<file path="src/rtl/control_sequencer.sv">
// Moore control sequencer for the 32-bit bus datapath: fetch via MAR/MDR/IR,
// decode, then run the three-step ALU execute for register-register operations.
module control_sequencer #(
    parameter int unsigned MEM_WAIT = 0
) (
    input  logic        clock,
    input  logic        clear,
    input  logic        start,
    input  logic [31:0] IR,
    output logic [15:0] Rin,
    output logic [15:0] Rout,
    output logic        PCout,
    output logic        IncPC,
    output logic        PCin,
    output logic        MARin,
    output logic        Read,
    output logic        MDRin,
    output logic        MDRout,
    output logic        IRin,
    output logic        Yin,
    output logic        Zin,
    output logic        Zlowout,
    output logic        HIin,
    output logic        LOin,
    output logic [12:0] alu_op,
    output logic        done,
    output logic        halted,
    output logic        illegal
);

    typedef enum logic [2:0] {IDLE, T0, T1, T2, T3, T4, T5, HALT} state_t;

    state_t      state, next_state;
    logic [2:0]  wait_cnt, wait_cnt_next;
    logic        illegal_next;

    logic [4:0]  op;
    logic [3:0]  ra, rb, rc;
    logic        op_alu, op_halt, op_hilo, op_unary, final_read;
    logic [12:0] alu_sel;
    logic        unused_ir_bits;

    assign op = IR[31:27];
    assign ra = IR[26:23];
    assign rb = IR[22:19];
    assign rc = IR[18:15];
    assign unused_ir_bits = ^IR[14:0];

    assign op_alu   = (op <= 5'h0C);
    assign op_halt  = (op == 5'h1F);
    assign op_hilo  = (op == 5'h09) || (op == 5'h0A);
    assign op_unary = (op == 5'h0B) || (op == 5'h0C);

    assign final_read = (wait_cnt == 3'(MEM_WAIT));

    // alu_op is ordered {DIV,MUL,NOT,NEG,ROL..ADD}, so ops 09..0C do not map to bit[op]
    always_comb begin
        alu_sel = '0;
        case (op)
            5'h00: alu_sel[0]  = 1'b1;
            5'h01: alu_sel[1]  = 1'b1;
            5'h02: alu_sel[2]  = 1'b1;
            5'h03: alu_sel[3]  = 1'b1;
            5'h04: alu_sel[4]  = 1'b1;
            5'h05: alu_sel[5]  = 1'b1;
            5'h06: alu_sel[6]  = 1'b1;
            5'h07: alu_sel[7]  = 1'b1;
            5'h08: alu_sel[8]  = 1'b1;
            5'h09: alu_sel[11] = 1'b1;
            5'h0A: alu_sel[12] = 1'b1;
            5'h0B: alu_sel[9]  = 1'b1;
            5'h0C: alu_sel[10] = 1'b1;
            default: alu_sel = '0;
        endcase
    end

    always_ff @(posedge clock) begin
        if (clear) begin
            state    <= IDLE;
            wait_cnt <= '0;
            illegal  <= 1'b0;
        end else begin
            state    <= next_state;
            wait_cnt <= wait_cnt_next;
            illegal  <= illegal_next;
        end
    end

    always_comb begin
        next_state    = state;
        wait_cnt_next = wait_cnt;
        illegal_next  = illegal;
        case (state)
            IDLE: if (start) next_state = T0;
            T0:   next_state = T1;
            T1: begin
                if (final_read) begin
                    next_state    = T2;
                    wait_cnt_next = '0;
                end else begin
                    wait_cnt_next = wait_cnt + 3'd1;
                end
            end
            T2:   next_state = T3;
            T3: begin
                if (op_halt) begin
                    next_state = HALT;
                end else if (!op_alu) begin
                    next_state   = HALT;
                    illegal_next = 1'b1;
                end else begin
                    next_state = T4;
                end
            end
            T4:   next_state = T5;
            T5:   next_state = start ? T0 : IDLE;
            HALT: next_state = HALT;
            default: next_state = IDLE;
        endcase
    end

    always_comb begin
        Rin     = '0;
        Rout    = '0;
        PCout   = 1'b0;
        IncPC   = 1'b0;
        PCin    = 1'b0;
        MARin   = 1'b0;
        Read    = 1'b0;
        MDRin   = 1'b0;
        MDRout  = 1'b0;
        IRin    = 1'b0;
        Yin     = 1'b0;
        Zin     = 1'b0;
        Zlowout = 1'b0;
        HIin    = 1'b0;
        LOin    = 1'b0;
        alu_op  = '0;
        done    = 1'b0;
        case (state)
            T0: begin
                PCout = 1'b1;
                MARin = 1'b1;
            end
            T1: begin
                Read  = 1'b1;
                MDRin = 1'b1;
                // PC advances only on the last wait cycle so it increments exactly once
                if (final_read) begin
                    PCout = 1'b1;
                    IncPC = 1'b1;
                    PCin  = 1'b1;
                end
            end
            T2: begin
                MDRout = 1'b1;
                IRin   = 1'b1;
            end
            T3: begin
                if (op_alu) begin
                    Rout = 16'b1 << rb;
                    Yin  = 1'b1;
                end
            end
            T4: begin
                Rout   = 16'b1 << (op_unary ? rb : rc);
                Zin    = 1'b1;
                alu_op = alu_sel;
            end
            T5: begin
                done = 1'b1;
                if (op_hilo) begin
                    HIin = 1'b1;
                    LOin = 1'b1;
                end else begin
                    Zlowout = 1'b1;
                    Rin     = 16'b1 << ra;
                end
            end
            default: ;
        endcase
    end

    assign halted = (state == HALT);

endmodule

</file>
<file path="config.mk">
export PLATFORM = sky130hd
export DESIGN_NAME = control_sequencer
export DESIGN_NICKNAME = d
export VERILOG_FILES = /design/src/rtl/control_sequencer.sv
export SDC_FILE = /design/constraint.sdc
export NUM_CORES = 1
export LEC_CHECK = 0
export ABC_AREA = 1
export CORE_ASPECT_RATIO = 0.9
export CORE_MARGIN = 5
export CORE_UTILIZATION = 37
export CTS_CLUSTER_DIAMETER = 120
export CTS_CLUSTER_SIZE = 8
export DETAILED_ROUTE_END_ITERATION = 6
export PLACE_DENSITY = 0.91
export RECOVER_POWER = 25
export SYNTH_ARGS = -nofsm -noshare
export SYNTH_HDL_FRONTEND = slang
export SYNTH_SLANG_ARGS = --single-unit
</file>
<file path="constraint.sdc">
create_clock -name clock -period 2.3 [get_ports clock]
set_clock_uncertainty 0.05 [all_clocks]
set_input_delay 0.345 -clock clock [delete_from_list [all_inputs] [get_ports clock]]
set_output_delay 0.345 -clock clock [all_outputs]
set_load 0.1 [all_outputs]
</file>
==> metrics.cfg, run 1 <==
[clock_tree]
postCtsHoldBufs = 0
cts_buffer_depth = 2
cts_setup_buffers = 8
root_buffer = clkbuf_8
h-tree-depth = 1
clock_sinks = 7
cts_made_buffers = 3
cts_resized = 54

[synth]
synth_edf_count = 0
ys_ff_latch = 7
synthTopCellsByArea = nand2_1 15%, nand3_1 14%, dfxtp_1 11%
synth_top_family_by_area = simple AND/OR/NAND/NOR gates
yosysTopAreaCellShare = 0.1524
ys.flop_type = dfxtp_1
yosys.area.top_type = nand2_1
synth_compound_area_frac = 0.05279
synth_xor_area_frac = 0
yosys.cell_types.count = 32
synthArstFlopShare = 0
synthAdderAreaFrac = 0.01992
muxShareOfSynthArea = 0
syn_avg_cell_area_sq_um = 5.684
synthCells = 221
synth_fp_nets = 258
ys_warn_count = 0
seq_area_frac_synth = 0.1116
synthSimpleGateAreaFrac = 0.6892
syn_area_sq_um = 1256

[status]
error = [ERROR DPL-0038] Utilization greater than 100%, impossible to legalize
status = did not finish
stop_stage = clock tree synthesis

[floorplanning]
initial_utilization = 0.3774
ios = 96
die_x_um = 71.42
rows = 20
die_height_um = 65.28

[placement]
placed_area_sq_um = 3264
hpwlAfterDp_um = 6840
place_congestion = 0.8963
place_ws_ns = -0.4133
portBuffers = 80

## per-stage QoR
stage          utilization  std cells
2_1_floorplan            -        221
3_3_place_gp        0.9808        362
3_5_place_dp        0.9808        362
## synthesized netlist by cell type, drive strengths merged (2+ instances only)
master  number
or2          2
nand3       38
nand4        4
buf          6
nor3         9
ha           2
nand2       57
nor4         9
a21oi        2
a31oi        3
nor2        43
inv         30
dfxtp        7
o21ai        3
## logic make-up after synthesis
| group | after synthesis |
|---|---|
| compound gates | 11 |
| flops | 7 |
| buf+inv | 37 |
| fa+ha+maj | 2 |
| simple gates | 164 |
==> run 2: changes to the inputs <==
CORE_ASPECT_RATIO = default   (was 0.9)
CORE_UTILIZATION = 30   (was 37)
CTS_CLUSTER_DIAMETER = default   (was 120)
CTS_CLUSTER_SIZE = default   (was 8)
PLACE_DENSITY = default   (was 0.91)
PLACE_DENSITY_LB_ADDON = 0.15   (was default)
==> run 2 against run 1 <==
  * The flow now finishes, with violations (setup timing)
  * Synthesized area is the same
  * Synthesized cell count is the same
==> metrics.cfg, run 2 <==
[status]
status = finished, violations left
violations = setup timing

[synth]
seq_area_frac_synth = 0.1116
synth_xor_area_frac = 0
yosysTopAreaCellShare = 0.1524
synth_edf_count = 0
yosys.area.top_type = nand2_1
synthAdderAreaFrac = 0.01992
synthCells = 221
synthArstFlopShare = 0
ys_ff_latch = 7
synth_top_family_by_area = simple AND/OR/NAND/NOR gates
ys.flop_type = dfxtp_1
synthTopCellsByArea = nand2_1 15%, nand3_1 14%, dfxtp_1 11%
synth_fp_nets = 258
synth_compound_area_frac = 0.05279
synth_top_cells_by_count = 51 x nand2_1, 36 x nand3_1, 32 x nor2_1, 21 x inv_1, 9 x inv_2
syn_area_sq_um = 1256
muxShareOfSynthArea = 0
synth_most_common_cell = nand2_1
synthSimpleGateAreaFrac = 0.6892
yosys.cell_types.count = 32
syn_avg_cell_area_sq_um = 5.684
ys_warn_count = 0

[layout]
n_antenna_cell = 0
final_nets = 368
stdcell_count = 380
multi_input_area_sq_um = 1602
syn_to_final_growth_pct = 179.7
mostFrequentLayoutCell = buf_12
fillerInstances = 177
final_cell_mix = 56 x buf_12, 35 x nor2_4, 28 x nand2_1
regArea_sq_um = 151.4
drive_gt1_frac = 0.6424

[pwr]
comb_power_share = 0.613
powerDensity_nw_per_um2 = 241.6
seqPwrFrac = 0.178
swShare = 0.5203
p_leak_nw = 1.360
ir_drop_mv = 0.6612
clkPwrFrac = 0.209
p_sw_uw = 441.6
cell_internal_pwr_uw = 407.2
total_power_uw = 848.9

[worst_setup_path]
crit_path_start_kind = input pin
crit_path_max_fanout = 8
critical_path_class = input pin to primary output
worstPathRequired_ns = 1.90
endpoint_kind = primary output
crit_chain = clkdlybuf4s50_1 -> inv_1 -> nor3_1 -> nand3_1 -> nand2_4 -> buf_12
crit_path_top_delay_cell = clkdlybuf4s50_1
slowest_delay_ns = 0.57
cp.arrival_ns = 1.92

[placement]
place_congestion = 0.8283
placed_cells = 367
portBuffers = 80
hpwlAfterDp_um = 4545

[sta]
tightest_slew_ns = 1.223
setup_tns_ns = -0.01773
fmaxAchievable_mhz = 431.9
final.setup.worst_slack_ns = -0.01528
finalMaxSlewViolations = 0
maxSlewHeadroom = 0.1883
grt_setup_unrepaired = yes
finalCriticalPeriod_ns = 2.315
setup-violations-final = 2
finalHoldViolCount = 0
whs_ns = 0.4334
fin_crit_sh = 1.007

[routing]
vias_per_cell = 5.395
vias = 2050
drt_iter0_markers = 164
drtAntennaViolNets = 0
wl_um = 6705
drc_errors = 0
wire_per_inst_um = 17.64
first_pass_iters = 4

[global_routing]
grt_max_degree = 14
grt_overflow = 0
antenna_found_initial = 0
grtUsageTotal = 0.2405
first_global_vias = 2175
grt_pass1_wl_um = 10580

[clock_tree]
clkLatencyLatePin_ns = 0.23
cts_tree = built
h-tree-depth = 1
cts_buffer_depth = 2
root_buffer = clkbuf_8
cts_made_buffers = 3
path_clk_slew_ns = 0.04
clock_sinks = 7

[floorplanning]
ios = 96
rows = 23
die_area_sq_um = 5582
core_sq_um = 4029
die_height_um = 74.71
initial_utilization = 0.3118
die_x_um = 74.71

[min_path]
hold_class = register to register

[run]
cap_violations = 0

[run 2: cell counts after synthesis]
Identical to the previous run, type by type.
[run 2: worst paths after layout]
path,slack (ns),start,cells past startpoint,to
worst max-delay path,-0.02,IR[21],6,Rout[14]
worst min-delay path,0.43,illegal,2,illegal
worst max register to register,0.97,wait_cnt[0],8,state[0]
worst min register to register,0.43,illegal,2,illegal
[run 2: what timing repair did]
item                                    CTS  global route
cloned                                    2             0
endpoints found under the setup margin   35            16
resized for setup                        42            13
buffers inserted                          6             1
hold buffers                              0             0
pin swaps                                10             3
endpoints found under the hold margin     0             0
[run 2: area by class of cell]
type	count	share of cell area
inverters	31	0.03526
flip-flops and latches	7	0.04309
multi-input cells	179	0.4558
repair buffers	109	0.4352
clock buffers	4	0.01282
well taps	50	0.01781
[run 2: power by group through the flow]
stage                     sequential [mW]  combinational (mW)  clock [mW]
after floorplan                     0.153               0.321           0
after global placement              0.151               0.482           0
after detailed placement            0.152               0.490           0
after CTS                           0.150               0.525       0.178
after global routing                0.151               0.543       0.185
final                               0.151               0.521       0.177
[run 2: layer usage]
metal | part of all wire | wire (um) | vias up | track usage
li1 | - | - | 957 | -
met4 | 0.046 | 306 | 0 | 0.1245
met5 | 0 | 0 | - | 0
met2 | 0.52 | 3496 | 109 | 0.4205
met1 | 0.37 | 2465 | 954 | 0.2864
met3 | 0.065 | 437 | 30 | 0.03071
[run 2: per-stage QoR]
step                worst slack (ns)    util  cell area, sq um
floorplan                    -0.7053       -              1740
global placement             -0.1900  0.8040              3239
detailed placement           -0.2465  0.8040              3239
CTS                          0.06277  0.8786              3540
global route                 -0.1135  0.8721              3513
finish                      -0.01528  0.8721              3513
[run 2: cells by family (layout without fill, tap and decap cells)]
family,Yosys count,in the layout
buf+inv,37,144
flops,7,7
fa+ha+maj,2,2
compound gates,11,11
simple gates,164,166
[run 2: critical path, delay by kind of cell]
family	cells	cell delay (ns)
simple gates	3	0.64
buf+inv	3	0.92
No activity file was read; power rests on OpenSTA's default activity.
==> run 3: changes to the inputs <==
CAP_MARGIN = 20   (was default)
SKIP_CTS_REPAIR_TIMING = 1   (was default)
==> run 3 against run 2 <==
  * The run now ends clean
  * Die area unchanged
  * Combinational power decreased by 2%
  * Sequential share of layout area about the same
  * Non-clock buffer count decreased by 2
  * Core utilization decreased by 0.62 points
  * Register-to-register slack about the same
  * First-iteration DRC count decreased by 30%
  * Via count decreased by 0.29%
  * Maximum frequency increased by 2.2%
  * Worst hold slack about the same
  * Sequential power about the same
  * Critical endpoint is now Rout[0]
  * Largest cell class unchanged
  * Largest power group unchanged
==> metrics.cfg, run 3 (synthesis gave the netlist of run 2 again) <==
[layout]
n_antenna_cell = 0
syn_to_final_growth_pct = 177.7
drive_gt1_frac = 0.6189
fillerInstances = 191
final_util = 0.8658
mostFrequentLayoutCell = buf_12
final_cell_mix = 55 x buf_12, 35 x nor2_4, 32 x nand2_1
final_nets = 366
final_area_sq_um = 3488
stdcell_count = 378

[worst_setup_path]
critical_path_class = input pin to primary output
reg2reg_to = state[0]
crit_chain = clkbuf_1 -> nand2_1 -> inv_2 -> nand3_4 -> nand3_1 -> nand2_1 -> nor2_4 -> buf_12 -> nand3_1 -> nand2_4 -> buf_12
slowest_delay_ns = 0.22
r2r_cells = 8
ff2ff_setup_slack_ns = 0.97
cp.arrival_ns = 1.87
worstPathRequired_ns = 1.90
endpoint_kind = primary output
crit_path_top_delay_cell = clkbuf_1
crit_path_start_kind = input pin
crit_path_max_fanout = 8
rr_startpoint = wait_cnt[0]

[pwr]
powerDensity_nw_per_um2 = 240.3
cell_internal_pwr_uw = 402.0
p_sw_uw = 436.3
p_leak_nw = 1.379
total_power_uw = 838.3
ir_drop_mv = 0.6637
seqPwrFrac = 0.179
comb_power_share = 0.607
clkPwrFrac = 0.214
swShare = 0.5204

[global_routing]
grt_overflow = 0
first_global_vias = 1857
grt_pass1_wl_um = 8659
grt_max_degree = 14
grtUsageTotal = 0.1927
antenna_found_initial = 0

[routing]
vias_per_cell = 5.407
wl_um = 6250
wire_per_inst_um = 16.53
first_pass_iters = 5
vias = 2044
drc_errors = 0
drt_iter0_markers = 114
drtAntennaViolNets = 0

[clock_tree]
path_clk_slew_ns = 0.04
root_buffer = clkbuf_8
cts_buffer_depth = 2
cts_made_buffers = 3
clock_sinks = 7
clkLatencyLatePin_ns = 0.23
cts_tree = built
h-tree-depth = 1

[sta]
finalMaxSlewViolations = 0
tightest_slew_ns = 1.222
setup-violations-final = 0
whs_ns = 0.4332
finalCriticalPeriod_ns = 2.266
maxSlewHeadroom = 0.1886
finalHoldViolCount = 0
fmaxAchievable_mhz = 441.3
fin_crit_sh = 0.9853

[floorplanning]
die_height_um = 74.71
ios = 96
die_x_um = 74.71
rows = 23
die_area_sq_um = 5582
initial_utilization = 0.3118
core_sq_um = 4029

[status]
status = finished clean

[placement]
hpwlAfterDp_um = 4545
portBuffers = 80
place_congestion = 0.8283
placed_area_sq_um = 3239
placed_cells = 367

[min_path]
hold_class = register to register
whs_endpoint = illegal
holdCritStartpoint = illegal
holdPathStages = 2

[run]
cap_violations = 0

[run 3: changes by cell type in the layout (fill, tap and decap cells not counted), moves of 3 or more]
cell and change:
nand2_1 +4, clkbuf_2 -3, nand2_2 -4, dlymetal6s2s_1 +4
[run 3: worst max-delay path: cells and delay by family]
kind	cells	cell delay, ns
buffers and inverters	4	0.66
and+or+nand+nor	7	0.86
[run 3: through the flow]
step	setup WS, ns	TNS [ns]
CTS	-0.2546	-6.697
global route	-0.02775	-0.07583
finish	0.03373	0
global placement	-0.1900	-4.934
floorplan	-0.7053	-16.28
detailed placement	-0.2465	-6.163
[run 3: power by group through the flow]
stage               sequential (mW)  clock (mW)  combinational [mW]
CTS                           0.150       0.178               0.493
global route                  0.151       0.185               0.532
finish                        0.150       0.179               0.509
floorplan                     0.153           0               0.321
detailed placement            0.152           0               0.490
global placement              0.151           0               0.482
[run 3: how the worst max path moves through the flow]
stage,from,endpoint,slack (ns),cells past startpoint
2_1_floorplan,register,LOin,-0.71,5
3_3_place_gp,IR[28],Rout[14],-0.19,9
3_5_place_dp,IR[28],Rout[9],-0.25,10
4_1_cts,IR[28],Rout[9],-0.25,10
5_1_grt,IR[29],Rout[0],-0.03,11
6_report,IR[29],Rout[0],0.03,11
[run 3: routing by layer]
layer,routed length [um],global-route usage,up-vias
met5,0,0,-
met4,237,0.04150,0
met3,414,0.01602,30
met2,3312,0.3571,108
met1,2285,0.2416,954
li1,-,-,952
[run 3: area by class of cell]
cell class	count	area (sq um)	share of cell area
inverter	31	126.4	0.03623
tap	50	62.56	0.01793
sequential	7	148.9	0.04268
clock buffer	4	45.04	0.01291
multi-input combinational	179	1584	0.4541
timing repair buffer	107	1521	0.4362
==> run 4: changes to the inputs <==
SKIP_CTS_REPAIR_TIMING = default   (was 1)
==> results of run 4 <==
Final layout, timing and power as in run 2 (identical DEF).
==> variant, RTL diff (config.mk and constraints of run 2) <==
Register the inputs `clear`, `start` and `IR` before use, without a reset. The logic sees them one clock later.
--- a/src/rtl/control_sequencer.sv
+++ b/src/rtl/control_sequencer.sv
@@ -30,6 +30,16 @@
 
     typedef enum logic [2:0] {IDLE, T0, T1, T2, T3, T4, T5, HALT} state_t;
 
+    logic clear_q;
+    logic start_q;
+    logic [31:0] IR_q;
+
+    always_ff @(posedge clock) begin
+        clear_q <= clear;
+        start_q <= start;
+        IR_q    <= IR;
+    end
+
     state_t      state, next_state;
     logic [2:0]  wait_cnt, wait_cnt_next;
     logic        illegal_next;
@@ -40,11 +50,11 @@
     logic [12:0] alu_sel;
     logic        unused_ir_bits;
 
-    assign op = IR[31:27];
-    assign ra = IR[26:23];
-    assign rb = IR[22:19];
-    assign rc = IR[18:15];
-    assign unused_ir_bits = ^IR[14:0];
+    assign op = IR_q[31:27];
+    assign ra = IR_q[26:23];
+    assign rb = IR_q[22:19];
+    assign rc = IR_q[18:15];
+    assign unused_ir_bits = ^IR_q[14:0];
 
     assign op_alu   = (op <= 5'h0C);
     assign op_halt  = (op == 5'h1F);
@@ -75,7 +85,7 @@
     end
 
     always_ff @(posedge clock) begin
-        if (clear) begin
+        if (clear_q) begin
             state    <= IDLE;
             wait_cnt <= '0;
             illegal  <= 1'b0;
@@ -91,7 +101,7 @@
         wait_cnt_next = wait_cnt;
         illegal_next  = illegal;
         case (state)
-            IDLE: if (start) next_state = T0;
+            IDLE: if (start_q) next_state = T0;
             T0:   next_state = T1;
             T1: begin
                 if (final_read) begin
@@ -113,7 +123,7 @@
                 end
             end
             T4:   next_state = T5;
-            T5:   next_state = start ? T0 : IDLE;
+            T5:   next_state = start_q ? T0 : IDLE;
             HALT: next_state = HALT;
             default: next_state = IDLE;
         endcase
Check against the original RTL: not equivalent (a bounded check fails within 4 cycles, from zero or initial values).
==> variant against run 2 <==
Worst setup slack improved by 0.049 ns; sequential cell count rose by 19; synthesized cell count up 10%; routed wire length shrank 18%; design area increased by 9.3%; total power grew 52%; global-route usage decreased by 8.2 points; synthesized area up 24%; highest routed layer unchanged.
==> variant: results (changes against run 2) <==
stage,metric,value,unit,change
run_status,outcome,finished clean,,
sta,tightest_slew,0.4072,ns,-0.8156 ns
clock_network,cts_buffer_depth,2,,unchanged
clock_network,numCtsBuffers,3,,unchanged
place,dp.cells,395,,+7.6%
route,drt_iter0_drc,164,,unchanged
clock_network,clk_pin_slew,0.09,ns,+0.05 ns
grt,grt_pass1_wl,8424,um,-20%
power,peakVddDrop,210.8,uV,-68%
final_layout,diodes,0,,unchanged
job,cap_violations,0,,unchanged
clock_network,htree_levels,1,,unchanged
synthesis,synthArstFlopShare,0,%,unchanged
synthesis,synth_common_cells,"nand3_1 (52), nor2_1 (48), nand2_1 (47), dfxtp_1 (26), inv_1 (24)",,
grt,grt_pass1_vias,1884,,-13%
route,vias,1990,,-2.9%
synthesis,synth_nets,281,,+8.9%
critical_path,slowest_stage,dfxtp_4,,
synthesis,synth_cell_type_count,26,,-19%
clock_network,clkLatencyLatePin,0.28,ns,+0.05 ns
synthesis,yosys-top-cells-area,"dfxtp_1 (33%), nand3_1 (17%), nor2_1 (12%), nand2_1 (11%), inv_1 (5.8%)",,
synthesis,yosysSeqAreaShare,33.49,%,+22 points
final_layout,nNetsFinal,379,,+3.0%
route,drc_errors,0,,unchanged
place,pre_cts_ws,-0.001401,ns,+0.2451 ns
route,dr.pass1.iters,4,,unchanged
final_layout,drive_gt1_share,61.00,%,-3.2 points
grt,antenna_found_initial,0,,unchanged
critical_path,crit_start,IR_q[30],,
synthesis,yosysWarnings,0,,unchanged
place,post-dp-hpwl,4121,um,-9.3%
critical_path,slowest_delay,0.37,ns,-0.20 ns
power,p_sw,511.5,uW,+16%
grt,track_usage,15.83,%,-8.2 points
grt,grt_max_degree,15,,+1
route,wl,5529,um,-18%
synthesis,syn_avg_cell_area,6.369,um2,+12%
critical_path,path_max_fanout,7,,-1
power,cellLeakagePower,1.478,nW,+8.6%
hold_path,hold_class,reg -> reg,,
clock_network,cts-root-buf,clkbuf_8,,
hold_path,hp-start,wait_cnt[1],,
final_layout,reg_top3,"IR_q (17), wait_cnt (3), state (2)",,
critical_path,worst_ep_arrival_time,1.87,ns,-0.05 ns
place,port_buffers,80,,unchanged
final_layout,fill_cells,352,,+99%
place,gp_congestion,0.8559,,+3.3%
synthesis,synth-main-ff-cell,dfxtp_1,,
place,placed_area,3438,um2,+6.1%
route,via_per_inst,4.842,,-10%
-- variant: final timing paths --
kind	to	cells after the start	slack, ns
setup / recovery	Rout[12]	11	0.03
hold / removal	wait_cnt[1]	2	0.44
hold reg to reg	wait_cnt[1]	2	0.44
setup reg to reg	wait_cnt[2]	6	0.90
-- variant: worst max-delay path: cells and delay by family, from the launching register on --
kind	cells	cell delay [ns]
buffers and inverters	3	0.35
AND/OR/NAND/NOR	8	0.87
flip-flops	1	0.37
-- variant: what timing repair did --
item / CTS / global route
setup endpoints to repair: 32 / 33
setup buffers: 3 / 6
pin swaps: 2 / 15
resized for setup: 14 / 52
gates cloned: 0 / 3
-- variant: cell families (layout without fill, tap and decap cells) --
| group | after synthesis | after routing | share of synthesized area [%] |
|---|---|---|---|
| AO/OA/AOI/OAI | 10 | 10 | 3.381 |
| XOR/XNOR | 1 | 1 | 0.5637 |
| adder cells (fa/ha/maj) | 2 | 2 | 1.610 |
| buffers and inverters | 37 | 131 | 9.984 |
| flip-flops | 26 | 26 | 33.49 |
| AND/OR/NAND/NOR | 168 | 171 | 50.97 |
-- variant: layout make-up --
| class | instances | area, um2 | share of cell area (%) |
|---|---|---|---|
| multi-input cells | 184 | 1550 | 40.38 |
| inverters | 32 | 132.6 | 3.455 |
| repair buffers | 95 | 1465 | 38.17 |
| well taps | 70 | 87.58 | 2.282 |
| clock buffers | 4 | 55.05 | 1.434 |
| flip-flops and latches | 26 | 548.0 | 14.28 |
-- variant: power by group through the flow --
| stage | Combinational (mW) | Clock, mW | Sequential (mW) |
|---|---|---|---|
| 6_report | 0.478 | 0.296 | 0.517 |
| 5_1_grt | 0.500 | 0.327 | 0.521 |
| 4_1_cts | 0.449 | 0.310 | 0.515 |
| 3_5_place_dp | 0.439 | 0 | 0.523 |
| 3_3_place_gp | 0.436 | 0 | 0.522 |
| 2_1_floorplan | 0.307 | 0 | 0.520 |
-- variant: through the flow --
step / total power [mW] / TNS, ns / util [%]
floorplan: 0.8273 / -20.22 / -
global route: 1.349 / -0.3970 / 75.64
detailed placement: 0.9627 / -0.001401 / 67.75
global placement: 0.9577 / 0 / 67.75
finish: 1.291 / 0 / 75.64
CTS: 1.273 / 0 / 70.09
-- variant: per-layer routing --
metal	track usage (%)	vias up	part of all wire [%]
met5	0	-	0
met4	4.319	0	1.1
met2	27.63	72	53
met1	17.59	931	36
li1	-	980	-
met3	6.579	7	10
